$ cat src/rtl/dep_tracker_id_pkg.sv
// Shared types and constants for the decode-stage dependency tracker.
// Holds the per-slot metadata record, the stage indices used to address the
// EX/MEM/WB shadow slots, and the helper that decides whether a slot writes.
package dep_tracker_id_pkg;

   localparam int REG_SIZE   = 5;
   localparam int DEP_STAGES = 3;
   localparam int PERF_W     = 32;

   typedef enum logic [1:0] {
      DEP_EX  = 2'd0,
      DEP_MEM = 2'd1,
      DEP_WB  = 2'd2
   } dep_stage_e;

   typedef struct packed {
      logic                valid;
      logic                wr;
      logic                load;
      logic [REG_SIZE-1:0] rd;
   } dep_slot_t;

   // A slot only counts as a producer when it really writes a non-x0 register
   function automatic logic slot_writing(dep_slot_t slot);
      return slot.valid & slot.wr & (slot.rd != '0);
   endfunction

endpackage

$ cat src/rtl/dep_tracker_id_if.sv
// Bundle of decode-side inputs and dependency outputs exchanged between the
// decoder/bypass logic (master) and the dependency tracker (slave).
interface dep_tracker_id_if;
   import dep_tracker_id_pkg::*;

   logic                id_valid_i;
   logic [REG_SIZE-1:0] id_rd_i;
   logic                id_wr_i;
   logic                id_load_i;
   logic [REG_SIZE-1:0] src_a_identifier_id_i;
   logic [REG_SIZE-1:0] src_b_identifier_id_i;
   logic                rd_src_a_id_i;
   logic                rd_src_b_id_i;
   logic                mem_busy_i;
   logic                flush_i;

   logic                valid_ex_o;
   logic                valid_mem_o;
   logic                valid_wb_o;
   logic                data_produced_ex_o;
   logic                data_produced_mem_o;
   logic                data_produced_wb_o;
   logic [REG_SIZE-1:0] dst_reg_identifier_ex_o;
   logic [REG_SIZE-1:0] dst_reg_identifier_mem_o;
   logic [REG_SIZE-1:0] dst_reg_identifier_wb_o;
   logic                depEX_src_a_o;
   logic                depEX_src_b_o;
   logic                depMEM_src_a_o;
   logic                depMEM_src_b_o;
   logic                depWB_src_a_o;
   logic                depWB_src_b_o;
   logic                stall_id_o;

   modport slave (
      input  id_valid_i, id_rd_i, id_wr_i, id_load_i,
      input  src_a_identifier_id_i, src_b_identifier_id_i,
      input  rd_src_a_id_i, rd_src_b_id_i, mem_busy_i, flush_i,
      output valid_ex_o, valid_mem_o, valid_wb_o,
      output data_produced_ex_o, data_produced_mem_o, data_produced_wb_o,
      output dst_reg_identifier_ex_o, dst_reg_identifier_mem_o, dst_reg_identifier_wb_o,
      output depEX_src_a_o, depEX_src_b_o, depMEM_src_a_o, depMEM_src_b_o,
      output depWB_src_a_o, depWB_src_b_o, stall_id_o
   );

   modport master (
      output id_valid_i, id_rd_i, id_wr_i, id_load_i,
      output src_a_identifier_id_i, src_b_identifier_id_i,
      output rd_src_a_id_i, rd_src_b_id_i, mem_busy_i, flush_i,
      input  valid_ex_o, valid_mem_o, valid_wb_o,
      input  data_produced_ex_o, data_produced_mem_o, data_produced_wb_o,
      input  dst_reg_identifier_ex_o, dst_reg_identifier_mem_o, dst_reg_identifier_wb_o,
      input  depEX_src_a_o, depEX_src_b_o, depMEM_src_a_o, depMEM_src_b_o,
      input  depWB_src_a_o, depWB_src_b_o, stall_id_o
   );

endinterface

$ cat src/rtl/dep_tracker_id_match.sv
// dep_match: compares one decode source register against one in-flight slot.
// The source must actually be read and must not be x0 for a match to count.
module dep_match
   import dep_tracker_id_pkg::*;
(
   input  dep_slot_t           slot_i,
   input  logic [REG_SIZE-1:0] src_i,
   input  logic                rd_src_i,
   output logic                match_o
);

   assign match_o = slot_writing(slot_i) & rd_src_i & (src_i == slot_i.rd) & (src_i != '0);

endmodule

$ cat src/rtl/dep_tracker_id.sv
// dep_tracker_id: decode-stage dependency tracker shadowing the EX, MEM and WB
// slots with destination metadata. Produces raw per-stage match flags, slot
// validity / data-produced flags and a load-use stall for the bypass control.
// Optional feature macro: DEP_TRACKER_PERF_CNT_EN adds stall_cnt_o, a wrapping
// count of load-use stall cycles that actually advanced the pipeline.
module dep_tracker_id
   import dep_tracker_id_pkg::*;
(
   input  logic              clk_i,
   input  logic              rsn_i,
   dep_tracker_id_if.slave   bus
`ifdef DEP_TRACKER_PERF_CNT_EN
   ,
   output logic [PERF_W-1:0] stall_cnt_o
`endif
);

   dep_slot_t              slot_q [DEP_STAGES];
   dep_slot_t              exSlot_d;
   logic [DEP_STAGES-1:0]  writing;
   logic [DEP_STAGES-1:0]  depA;
   logic [DEP_STAGES-1:0]  depB;
   logic                   stall;
   logic                   advance;

   // One comparator pair per shadow slot, one for each decode source
   for (genvar s = 0; s < DEP_STAGES; s++) begin : g_match
      assign writing[s] = slot_writing(slot_q[s]);

      dep_match u_match_a (
         .slot_i   (slot_q[s]),
         .src_i    (bus.src_a_identifier_id_i),
         .rd_src_i (bus.rd_src_a_id_i),
         .match_o  (depA[s])
      );

      dep_match u_match_b (
         .slot_i   (slot_q[s]),
         .src_i    (bus.src_b_identifier_id_i),
         .rd_src_i (bus.rd_src_b_id_i),
         .match_o  (depB[s])
      );
   end

   assign advance = ~bus.mem_busy_i;

   // A load sitting in EX cannot forward yet, so a reader in ID must wait one cycle
   assign stall = bus.id_valid_i & (depA[DEP_EX] | depB[DEP_EX]) & slot_q[DEP_EX].load;

   // Build the next EX slot: the ID instruction, or an all-zero bubble when squashed or stalled
   always_comb begin
      exSlot_d = '0;
      if (bus.id_valid_i & ~stall & ~bus.flush_i) begin
         exSlot_d.valid = 1'b1;
         exSlot_d.wr    = bus.id_wr_i;
         exSlot_d.load  = bus.id_load_i;
         exSlot_d.rd    = bus.id_rd_i;
      end
   end

   // Shift the shadow slots in lockstep with the pipeline; a memory stall freezes everything
   always_ff @(posedge clk_i or posedge rsn_i) begin
      if (rsn_i) begin
         for (int i = 0; i < DEP_STAGES; i++) begin
            slot_q[i] <= '0;
         end
      end else if (advance) begin
         slot_q[DEP_WB]  <= slot_q[DEP_MEM];
         slot_q[DEP_MEM] <= slot_q[DEP_EX];
         slot_q[DEP_EX]  <= exSlot_d;
      end
   end

   assign bus.valid_ex_o               = writing[DEP_EX];
   assign bus.valid_mem_o              = writing[DEP_MEM];
   assign bus.valid_wb_o               = writing[DEP_WB];
   assign bus.data_produced_ex_o       = writing[DEP_EX] & ~slot_q[DEP_EX].load;
   assign bus.data_produced_mem_o      = writing[DEP_MEM];
   assign bus.data_produced_wb_o       = writing[DEP_WB];
   assign bus.dst_reg_identifier_ex_o  = slot_q[DEP_EX].rd;
   assign bus.dst_reg_identifier_mem_o = slot_q[DEP_MEM].rd;
   assign bus.dst_reg_identifier_wb_o  = slot_q[DEP_WB].rd;
   assign bus.depEX_src_a_o            = depA[DEP_EX];
   assign bus.depEX_src_b_o            = depB[DEP_EX];
   assign bus.depMEM_src_a_o           = depA[DEP_MEM];
   assign bus.depMEM_src_b_o           = depB[DEP_MEM];
   assign bus.depWB_src_a_o            = depA[DEP_WB];
   assign bus.depWB_src_b_o            = depB[DEP_WB];
   assign bus.stall_id_o               = stall;

`ifdef DEP_TRACKER_PERF_CNT_EN
   logic [PERF_W-1:0] stallCnt_q;

   // Count only stall cycles that really inserted a bubble (memory not busy)
   always_ff @(posedge clk_i or posedge rsn_i) begin
      if (rsn_i) begin
         stallCnt_q <= '0;
      end else if (stall & advance) begin
         stallCnt_q <= stallCnt_q + 1'b1;
      end
   end

   assign stall_cnt_o = stallCnt_q;
`endif

endmodule

$ cat src/flat_wrapper.sv
// flat-port wrapper written by rule: the top's interface ports become plain ports
module dep_tracker_id_flat import dep_tracker_id_pkg::*;
  (clk_i, rsn_i, bus_id_valid_i, bus_id_rd_i, bus_id_wr_i, bus_id_load_i, bus_src_a_identifier_id_i, bus_src_b_identifier_id_i, bus_rd_src_a_id_i, bus_rd_src_b_id_i, bus_mem_busy_i, bus_flush_i, bus_valid_ex_o, bus_valid_mem_o, bus_valid_wb_o, bus_data_produced_ex_o, bus_data_produced_mem_o, bus_data_produced_wb_o, bus_dst_reg_identifier_ex_o, bus_dst_reg_identifier_mem_o, bus_dst_reg_identifier_wb_o, bus_depEX_src_a_o, bus_depEX_src_b_o, bus_depMEM_src_a_o, bus_depMEM_src_b_o, bus_depWB_src_a_o, bus_depWB_src_b_o, bus_stall_id_o);
  dep_tracker_id_if bus_i ();
  input  logic clk_i;
  input  logic rsn_i;
  input wire logic [$bits(bus_i.id_valid_i)-1:0] bus_id_valid_i;
  input wire logic [$bits(bus_i.id_rd_i)-1:0] bus_id_rd_i;
  input wire logic [$bits(bus_i.id_wr_i)-1:0] bus_id_wr_i;
  input wire logic [$bits(bus_i.id_load_i)-1:0] bus_id_load_i;
  input wire logic [$bits(bus_i.src_a_identifier_id_i)-1:0] bus_src_a_identifier_id_i;
  input wire logic [$bits(bus_i.src_b_identifier_id_i)-1:0] bus_src_b_identifier_id_i;
  input wire logic [$bits(bus_i.rd_src_a_id_i)-1:0] bus_rd_src_a_id_i;
  input wire logic [$bits(bus_i.rd_src_b_id_i)-1:0] bus_rd_src_b_id_i;
  input wire logic [$bits(bus_i.mem_busy_i)-1:0] bus_mem_busy_i;
  input wire logic [$bits(bus_i.flush_i)-1:0] bus_flush_i;
  output wire logic [$bits(bus_i.valid_ex_o)-1:0] bus_valid_ex_o;
  output wire logic [$bits(bus_i.valid_mem_o)-1:0] bus_valid_mem_o;
  output wire logic [$bits(bus_i.valid_wb_o)-1:0] bus_valid_wb_o;
  output wire logic [$bits(bus_i.data_produced_ex_o)-1:0] bus_data_produced_ex_o;
  output wire logic [$bits(bus_i.data_produced_mem_o)-1:0] bus_data_produced_mem_o;
  output wire logic [$bits(bus_i.data_produced_wb_o)-1:0] bus_data_produced_wb_o;
  output wire logic [$bits(bus_i.dst_reg_identifier_ex_o)-1:0] bus_dst_reg_identifier_ex_o;
  output wire logic [$bits(bus_i.dst_reg_identifier_mem_o)-1:0] bus_dst_reg_identifier_mem_o;
  output wire logic [$bits(bus_i.dst_reg_identifier_wb_o)-1:0] bus_dst_reg_identifier_wb_o;
  output wire logic [$bits(bus_i.depEX_src_a_o)-1:0] bus_depEX_src_a_o;
  output wire logic [$bits(bus_i.depEX_src_b_o)-1:0] bus_depEX_src_b_o;
  output wire logic [$bits(bus_i.depMEM_src_a_o)-1:0] bus_depMEM_src_a_o;
  output wire logic [$bits(bus_i.depMEM_src_b_o)-1:0] bus_depMEM_src_b_o;
  output wire logic [$bits(bus_i.depWB_src_a_o)-1:0] bus_depWB_src_a_o;
  output wire logic [$bits(bus_i.depWB_src_b_o)-1:0] bus_depWB_src_b_o;
  output wire logic [$bits(bus_i.stall_id_o)-1:0] bus_stall_id_o;
  assign bus_i.id_valid_i = bus_id_valid_i;
  assign bus_i.id_rd_i = bus_id_rd_i;
  assign bus_i.id_wr_i = bus_id_wr_i;
  assign bus_i.id_load_i = bus_id_load_i;
  assign bus_i.src_a_identifier_id_i = bus_src_a_identifier_id_i;
  assign bus_i.src_b_identifier_id_i = bus_src_b_identifier_id_i;
  assign bus_i.rd_src_a_id_i = bus_rd_src_a_id_i;
  assign bus_i.rd_src_b_id_i = bus_rd_src_b_id_i;
  assign bus_i.mem_busy_i = bus_mem_busy_i;
  assign bus_i.flush_i = bus_flush_i;
  assign bus_valid_ex_o = bus_i.valid_ex_o;
  assign bus_valid_mem_o = bus_i.valid_mem_o;
  assign bus_valid_wb_o = bus_i.valid_wb_o;
  assign bus_data_produced_ex_o = bus_i.data_produced_ex_o;
  assign bus_data_produced_mem_o = bus_i.data_produced_mem_o;
  assign bus_data_produced_wb_o = bus_i.data_produced_wb_o;
  assign bus_dst_reg_identifier_ex_o = bus_i.dst_reg_identifier_ex_o;
  assign bus_dst_reg_identifier_mem_o = bus_i.dst_reg_identifier_mem_o;
  assign bus_dst_reg_identifier_wb_o = bus_i.dst_reg_identifier_wb_o;
  assign bus_depEX_src_a_o = bus_i.depEX_src_a_o;
  assign bus_depEX_src_b_o = bus_i.depEX_src_b_o;
  assign bus_depMEM_src_a_o = bus_i.depMEM_src_a_o;
  assign bus_depMEM_src_b_o = bus_i.depMEM_src_b_o;
  assign bus_depWB_src_a_o = bus_i.depWB_src_a_o;
  assign bus_depWB_src_b_o = bus_i.depWB_src_b_o;
  assign bus_stall_id_o = bus_i.stall_id_o;
  dep_tracker_id u_core (.clk_i(clk_i), .rsn_i(rsn_i), .bus(bus_i));
endmodule
$ cat config.mk
export PLATFORM = sky130hd
export DESIGN_NAME = dep_tracker_id_flat
export DESIGN_NICKNAME = d
export VERILOG_FILES = /design/src/rtl/dep_tracker_id_pkg.sv /design/src/rtl/dep_tracker_id_if.sv /design/src/rtl/dep_tracker_id_match.sv /design/src/rtl/dep_tracker_id.sv /design/src/flat_wrapper.sv
export SDC_FILE = /design/constraint.sdc
export NUM_CORES = 1
export LEC_CHECK = 0
export BUFFER_PORTS_ARGS = -buffer_cell sky130_fd_sc_hd__buf_2
export CORE_ASPECT_RATIO = 0.8
export CORE_UTILIZATION = 50
export CTS_BUF_LIST = sky130_fd_sc_hd__clkbuf_16
export DETAILED_ROUTE_END_ITERATION = 7
export HOLD_SLACK_MARGIN = 0.05
export PLACE_DENSITY = 0.85
export SYNTH_ARGS = -nofsm -noshare
export SYNTH_HDL_FRONTEND = slang
export SYNTH_SLANG_ARGS = --single-unit
$ cat constraint.sdc
create_clock -name clk_i -period 2.6 [get_ports clk_i]
set_clock_uncertainty 0.1 [all_clocks]
set_input_delay 0.26 -clock clk_i [delete_from_list [all_inputs] [get_ports clk_i]]
set_output_delay 0.26 -clock clk_i [all_outputs]
set_load 0.01 [all_outputs]
## Word-level counts from Yosys, hierarchy flattened

Index checks and enable logic that the tools add are counted.

- Muxes and demuxes: 1
- Reduce and logical (&&, ||, !) cells: 5
- Bitwise logic cells: 33
- Eq/ne operators: 6

Operators with widths:

| operator | count |
|---|---|
| $eq A5 B5 Y1 | 6 |
| $and A1 B1 Y1 | 29 |
| $reduce_bool A5 Y1 | 5 |
| $mux W8 | 1 |
| $not A1 Y1 | 3 |
| $or A1 B1 Y1 | 1 |

- Input port bits: 24
- Word-level logic and storage cells: 55
- Bits in registers: 22
- Output and inout port bits: 28

## Logic depth before layout (Yosys ltp)

- Depth after elaboration: 12
- Mapped depth: 5
- Mapped depth without buffers: 5

## Cells and area by module

Synthesis repeated with hierarchy kept, for this count alone.

- Cell total of the unflattened synthesis: 178
- Area, all modules: 1744.2 µm²

By module, submodules not included:

| module | area each (µm²) | cells an instance | times used | seq. area each (µm²) |
|---|---|---|---|---|
| dep_tracker_id | 1211.2 | 100 | 1 | 600.6 |
| dep_match | 88.8 | 13 | 6 | 0.0 |

## Least setup slack after synthesis

OpenSTA, ideal clock, no wires.

- Kind: register -> output
- Start point: reg u_core.slot_q, in the netlist u_core.bus.dst_reg_identifier_ex_o[1]
- End point: out bus_stall_id_o
- Path slack: 0.652 ns
- Data required time: 2.240 ns
- Cell stages (with the launch flop): 5
- Data arrival time: 1.588 ns
- Buffers on the path: 0
- Cells stage by stage: dfrtp_1 -> or4_4 -> o211ai_4 -> nor4_2 -> o211a_4

- Word-level cells in the longest chain between the ends: 8
- Elaborated cells on any way between the ends: 13
- Classes of those cells: eq/ne: 2; bitwise: 10; reduce/logical: 1

RTL lines:

| item | line | text |
|---|---|---|
| start, declared | dep_tracker_id.sv:18 | `dep_slot_t slot_q [DEP_STAGES];` |
| start signal, assigned by index | dep_tracker_id.sv:68 | `slot_q[DEP_WB] <= slot_q[DEP_MEM];` |
| start signal, assigned by index | dep_tracker_id.sv:69 | `slot_q[DEP_MEM] <= slot_q[DEP_EX];` |
| start signal, assigned by index | dep_tracker_id.sv:70 | `slot_q[DEP_EX] <= exSlot_d;` |
| $reduce_bool A5 Y1 | dep_tracker_id_pkg.sv:25 | `return slot.valid & slot.wr & (slot.rd != '0);` |
| $and A1 B1 Y1 | dep_tracker_id_pkg.sv:25 |  |
| $and A1 B1 Y1 | dep_tracker_id_match.sv:12 | `assign match_o = slot_writing(slot_i) & rd_src_i & (src_i == slot_i.rd) & (src_i != '0);` |
| $and A1 B1 Y1 * (2 in a row) | dep_tracker_id_match.sv:12 |  |
| named net bus_depEX_src_a_o | flat_wrapper.sv:26 | `output wire logic [$bits(bus_i.depEX_src_a_o)-1:0] bus_depEX_src_a_o;` |
| $or A1 B1 Y1 * | dep_tracker_id.sv:48 | `assign stall = bus.id_valid_i & (depA[DEP_EX] \| depB[DEP_EX]) & slot_q[DEP_EX].load;` |
| $and A1 B1 Y1 * (2 in a row) | dep_tracker_id.sv:48 |  |
| end, declared | flat_wrapper.sv:32 | `output wire logic [$bits(bus_i.stall_id_o)-1:0] bus_stall_id_o;` |

The timed path passes the listed nets; every way through them passes the cells marked *.

## Worst setup path in the final report

- Start point: reg u_core.slot_q, in the netlist u_core.bus.dst_reg_identifier_ex_o[1]
- End point: out bus_stall_id_o

- Word-level cells in the longest chain between the ends: 8
- Elaborated cells on any way between the ends: 13
- Classes of those cells: eq/ne: 2; bitwise: 10; reduce/logical: 1

RTL lines:

| item | line |
|---|---|
| $reduce_bool A5 Y1 | dep_tracker_id_pkg.sv:25 |
| $and A1 B1 Y1 | dep_tracker_id_pkg.sv:25 |
| $and A1 B1 Y1 (3 in a row) | dep_tracker_id_match.sv:12 |
| $or A1 B1 Y1 * | dep_tracker_id.sv:48 |
| $and A1 B1 Y1 * (2 in a row) | dep_tracker_id.sv:48 |

Mark *: on every way between the ends. The rest lies on a longest branch, timed or not.

==> results by group <==
Outcome
  – Status: finished, final reports clean

STA
  – Hold Violations, Final: 0
  – Period utilization: 0.936
  – Worst slew pin tran: 0.838 ns
  – Slew headroom: 0.441
  – Fin Setup TNS: 0 ns
  – Fin crit period: 2.43 ns
  – RSZ-0062 raised after global routing: false
  – Pins Over Slew Limit: 0
  – Fmax achieved: 411 MHz
  – Count of final setup violators: 0

Detailed routing
  – Wl on met1: 1490 um
  – Residual DRC: 0
  – Final wirelength: 3150 um
  – Initial DRC Count: 64
  – Top routing layer in use: met4
  – 1st-pass router iterations: 4
  – Antenna-violating nets left: 0
  – DR WL/cell: 14.4 um
  – Via count: 1140
  – Via density: 5.21
  – Wire length on met3: 228 um
  – Routed met2 length: 1410 um

Critical path
  – Worst Path Max Fanout: 9
  – WS Path Type: reg -> out
  – Crit end category: primary output
  – Critical Path AT: 2.07 ns
  – Nature of the critical path startpoint: register
  – Critical path required time: 2.24 ns

Place
  – GPL Wtd Cong: 0.962
  – I/O Buffers: 51
  – Post-DP Area: 1650 um^2
  – Placed cell count: 216

Global routing
  – Number of antenna violations at the first check in global routing: 0
  – Largest net degree at the start of global routing: 26
  – Total GRT Usage: 0.218
  – Vias in the first global route: 1154
  – Global-route wire length before repair: 5350 um
  – Total grt overflow: 0

Synthesis
  – Synth unique cells: 23
  – Yosys Warn Count: 0
  – Post-synthesis sequential area ratio: 0.371
  – Synth Register Bits: 22
  – Mapped Nets: 171
  – Synthesized area per cell: 10.1 um^2
  – Syn Std Cell Area: 1480 um^2
  – Cells after synthesis: 147

Final layout
  – Register area: 551 um^2
  – Layout fillers: 243
  – Area added between synthesis and finish: 16.1%
  – Area of the multi-input gates: 772 um^2
  – Final instance area: 1720 um^2
  – Layout Cells excl Fill: 219
  – Layout cells sized above 1: 0.448
  – NumNets Final: 207
  – Ant. Diodes: 0
  – Final Util: 0.618

Die
  – Initial core utilization: 0.533
  – Die W: 62.9 um
  – Core area: 2790 um^2
  – Full die area: 3190 um^2
  – Ports: 52
  – FP Rows: 17
  – Die height: 50.7 um

CTS
  – Max clock buf depth: 2
  – Root Buffer: clkbuf_16
  – Setup repair bufs after CTS: 0
  – Clk_lat worst skew: 0.25 ns
  – H-tree levels: 1
  – TritonCTS sink count: 22
  – Reg clk slew, reported paths: 0.06 ns
  – CTS tree: done
  – Number of hold buffers added after cts: 0
  – Num CTS Buffers: 3
  – Cts repair resizes: 0

Pwr
  – Clock network fraction of total power: 0.343
  – Flop pwr share: 0.451
  – Switching Fraction: 0.264
  – Final Power: 0.911 mW
  – Leak: 0.839 nW
  – Gate power share: 0.206
  – Pint: 0.671 mW
  – Switching pwr: 0.240 mW
  – IR drop worst, VDD: 276 uV
  – Pwr dens: 529 nW/um^2

Worst hold path
  – HP Class: in -> async

Flow run
  – Max cap viols: 0
==> cells by family (layout without fill, tap and decap cells) <==
logic type / count (synthesis) / after routing / share of synthesized area
buffers and inverters: 26 / 60 / 0.109
AOI/OAI and AO/OA: 15 / 15 / 0.0936
muxes: 14 / 14 / 0.106
and+or+nand+nor: 40 / 40 / 0.143
DFF: 22 / 22 / 0.371
xor gates and xnor gates: 30 / 30 / 0.177
==> layout by cell type, fill, tap and decap left out, drive strengths merged <==
cell    Yosys  layout
dfrtp      22      22
o21ai       9       9
nor4        6       6
nand2      20      20
inv         6       6
o211a       1       1
xnor2      30      30
a21oi       2       2
o211ai      3       3
or4         5       5
nand3       6       6
nor2        1       1
clkbuf      2       3
mux2       14      14
buf        18      51
nor3        1       1
nor3b       1       1
==> synth_stat cells, drive strengths merged <==
| master | count | area (um^2) |
|---|---|---|
| xnor2 | 30 | 263 |
| dfrtp | 22 | 551 |
| nand2 | 20 | 75.1 |
| buf | 18 | 131 |
| mux2 | 14 | 158 |
| o21ai | 9 | 71.3 |
| inv | 6 | 22.5 |
| nand3 | 6 | 30.0 |
| nor4 | 6 | 50.0 |
| or4 | 5 | 41.3 |
| o211ai | 3 | 36.3 |
| a21oi | 2 | 13.8 |
| clkbuf | 2 | 7.51 |
| nor2 | 1 | 3.75 |
| nor3 | 1 | 5.00 |
| nor3b | 1 | 7.51 |
| o211a | 1 | 17.5 |
==> final cells by class <==
type / instances / area share
Clock buffer: 3 / 0.0436
Multi-Input combinational cell: 99 / 0.448
Timing Repair Buffer: 51 / 0.148
Tap cell: 38 / 0.0276
Sequential cell: 22 / 0.320
Inverter: 6 / 0.0131
==> power by group through the flow <==
stage	Combinational (mW)	Clock, mW	Sequential (mW)
floorplan	0.152	0	0.405
global route	0.207	0.335	0.416
CTS	0.189	0.317	0.411
finish	0.188	0.312	0.411
detailed placement	0.189	0	0.417
global placement	0.184	0	0.414
==> routing by layer <==
| metal | vias up | track usage |
|---|---|---|
| li1 | 549 | - |
| met1 | 532 | 0.291 |
| met2 | 55 | 0.355 |
| met3 | 4 | 0.0523 |
| met4 | 0 | 0.0543 |
| met5 | - | 0 |
==> critical path, cell delays in order (launching register included) <==
cell and delay (ns):
dfrtp_1 0.45, or4_4 0.58, o211ai_4 0.23, nor4_2 0.08, o211a_4 0.32, buf_2 0.16
==> per-stage QoR <==
| stage | worst slack, ns | hold slack, ns |
|---|---|---|
| after floorplan | 0.652 | 0.149 |
| after global placement | 0.492 | 0.337 |
| after detailed placement | 0.438 | 0.366 |
| after CTS | 0.155 | 0.101 |
| after global routing | 0.103 | 0.153 |
| final | 0.165 | 0.0726 |
==> state kept, by name (all words and copies together) (netlist names) <==
signal and cells:
u_core.bus.dst_reg_identifier_ex_o 5, u_core.bus.dst_reg_identifier_mem_o 5, u_core.slot_q 7, u_core.bus.dst_reg_identifier_wb_o 5
==> final timing paths <==
path                                                       start                                     to  slack (ns)  cells past startpoint
min                                                        rsn_i  u_core.bus.dst_reg_identifier_ex_o[0]        0.07                      2
max in group asynchronous                                  rsn_i                      u_core.slot_q[15]        1.81                      2
min reg2reg                                     u_core.slot_q[6]                       u_core.slot_q[6]        0.42                      1
min in group clk_i                                   bus_id_wr_i                      u_core.slot_q[22]        0.15                      3
max reg2reg                u_core.bus.dst_reg_identifier_ex_o[1]  u_core.bus.dst_reg_identifier_ex_o[1]        0.62                      5
max                        u_core.bus.dst_reg_identifier_ex_o[1]                         bus_stall_id_o        0.17                      5
Power figures use the tool's default switching activity.
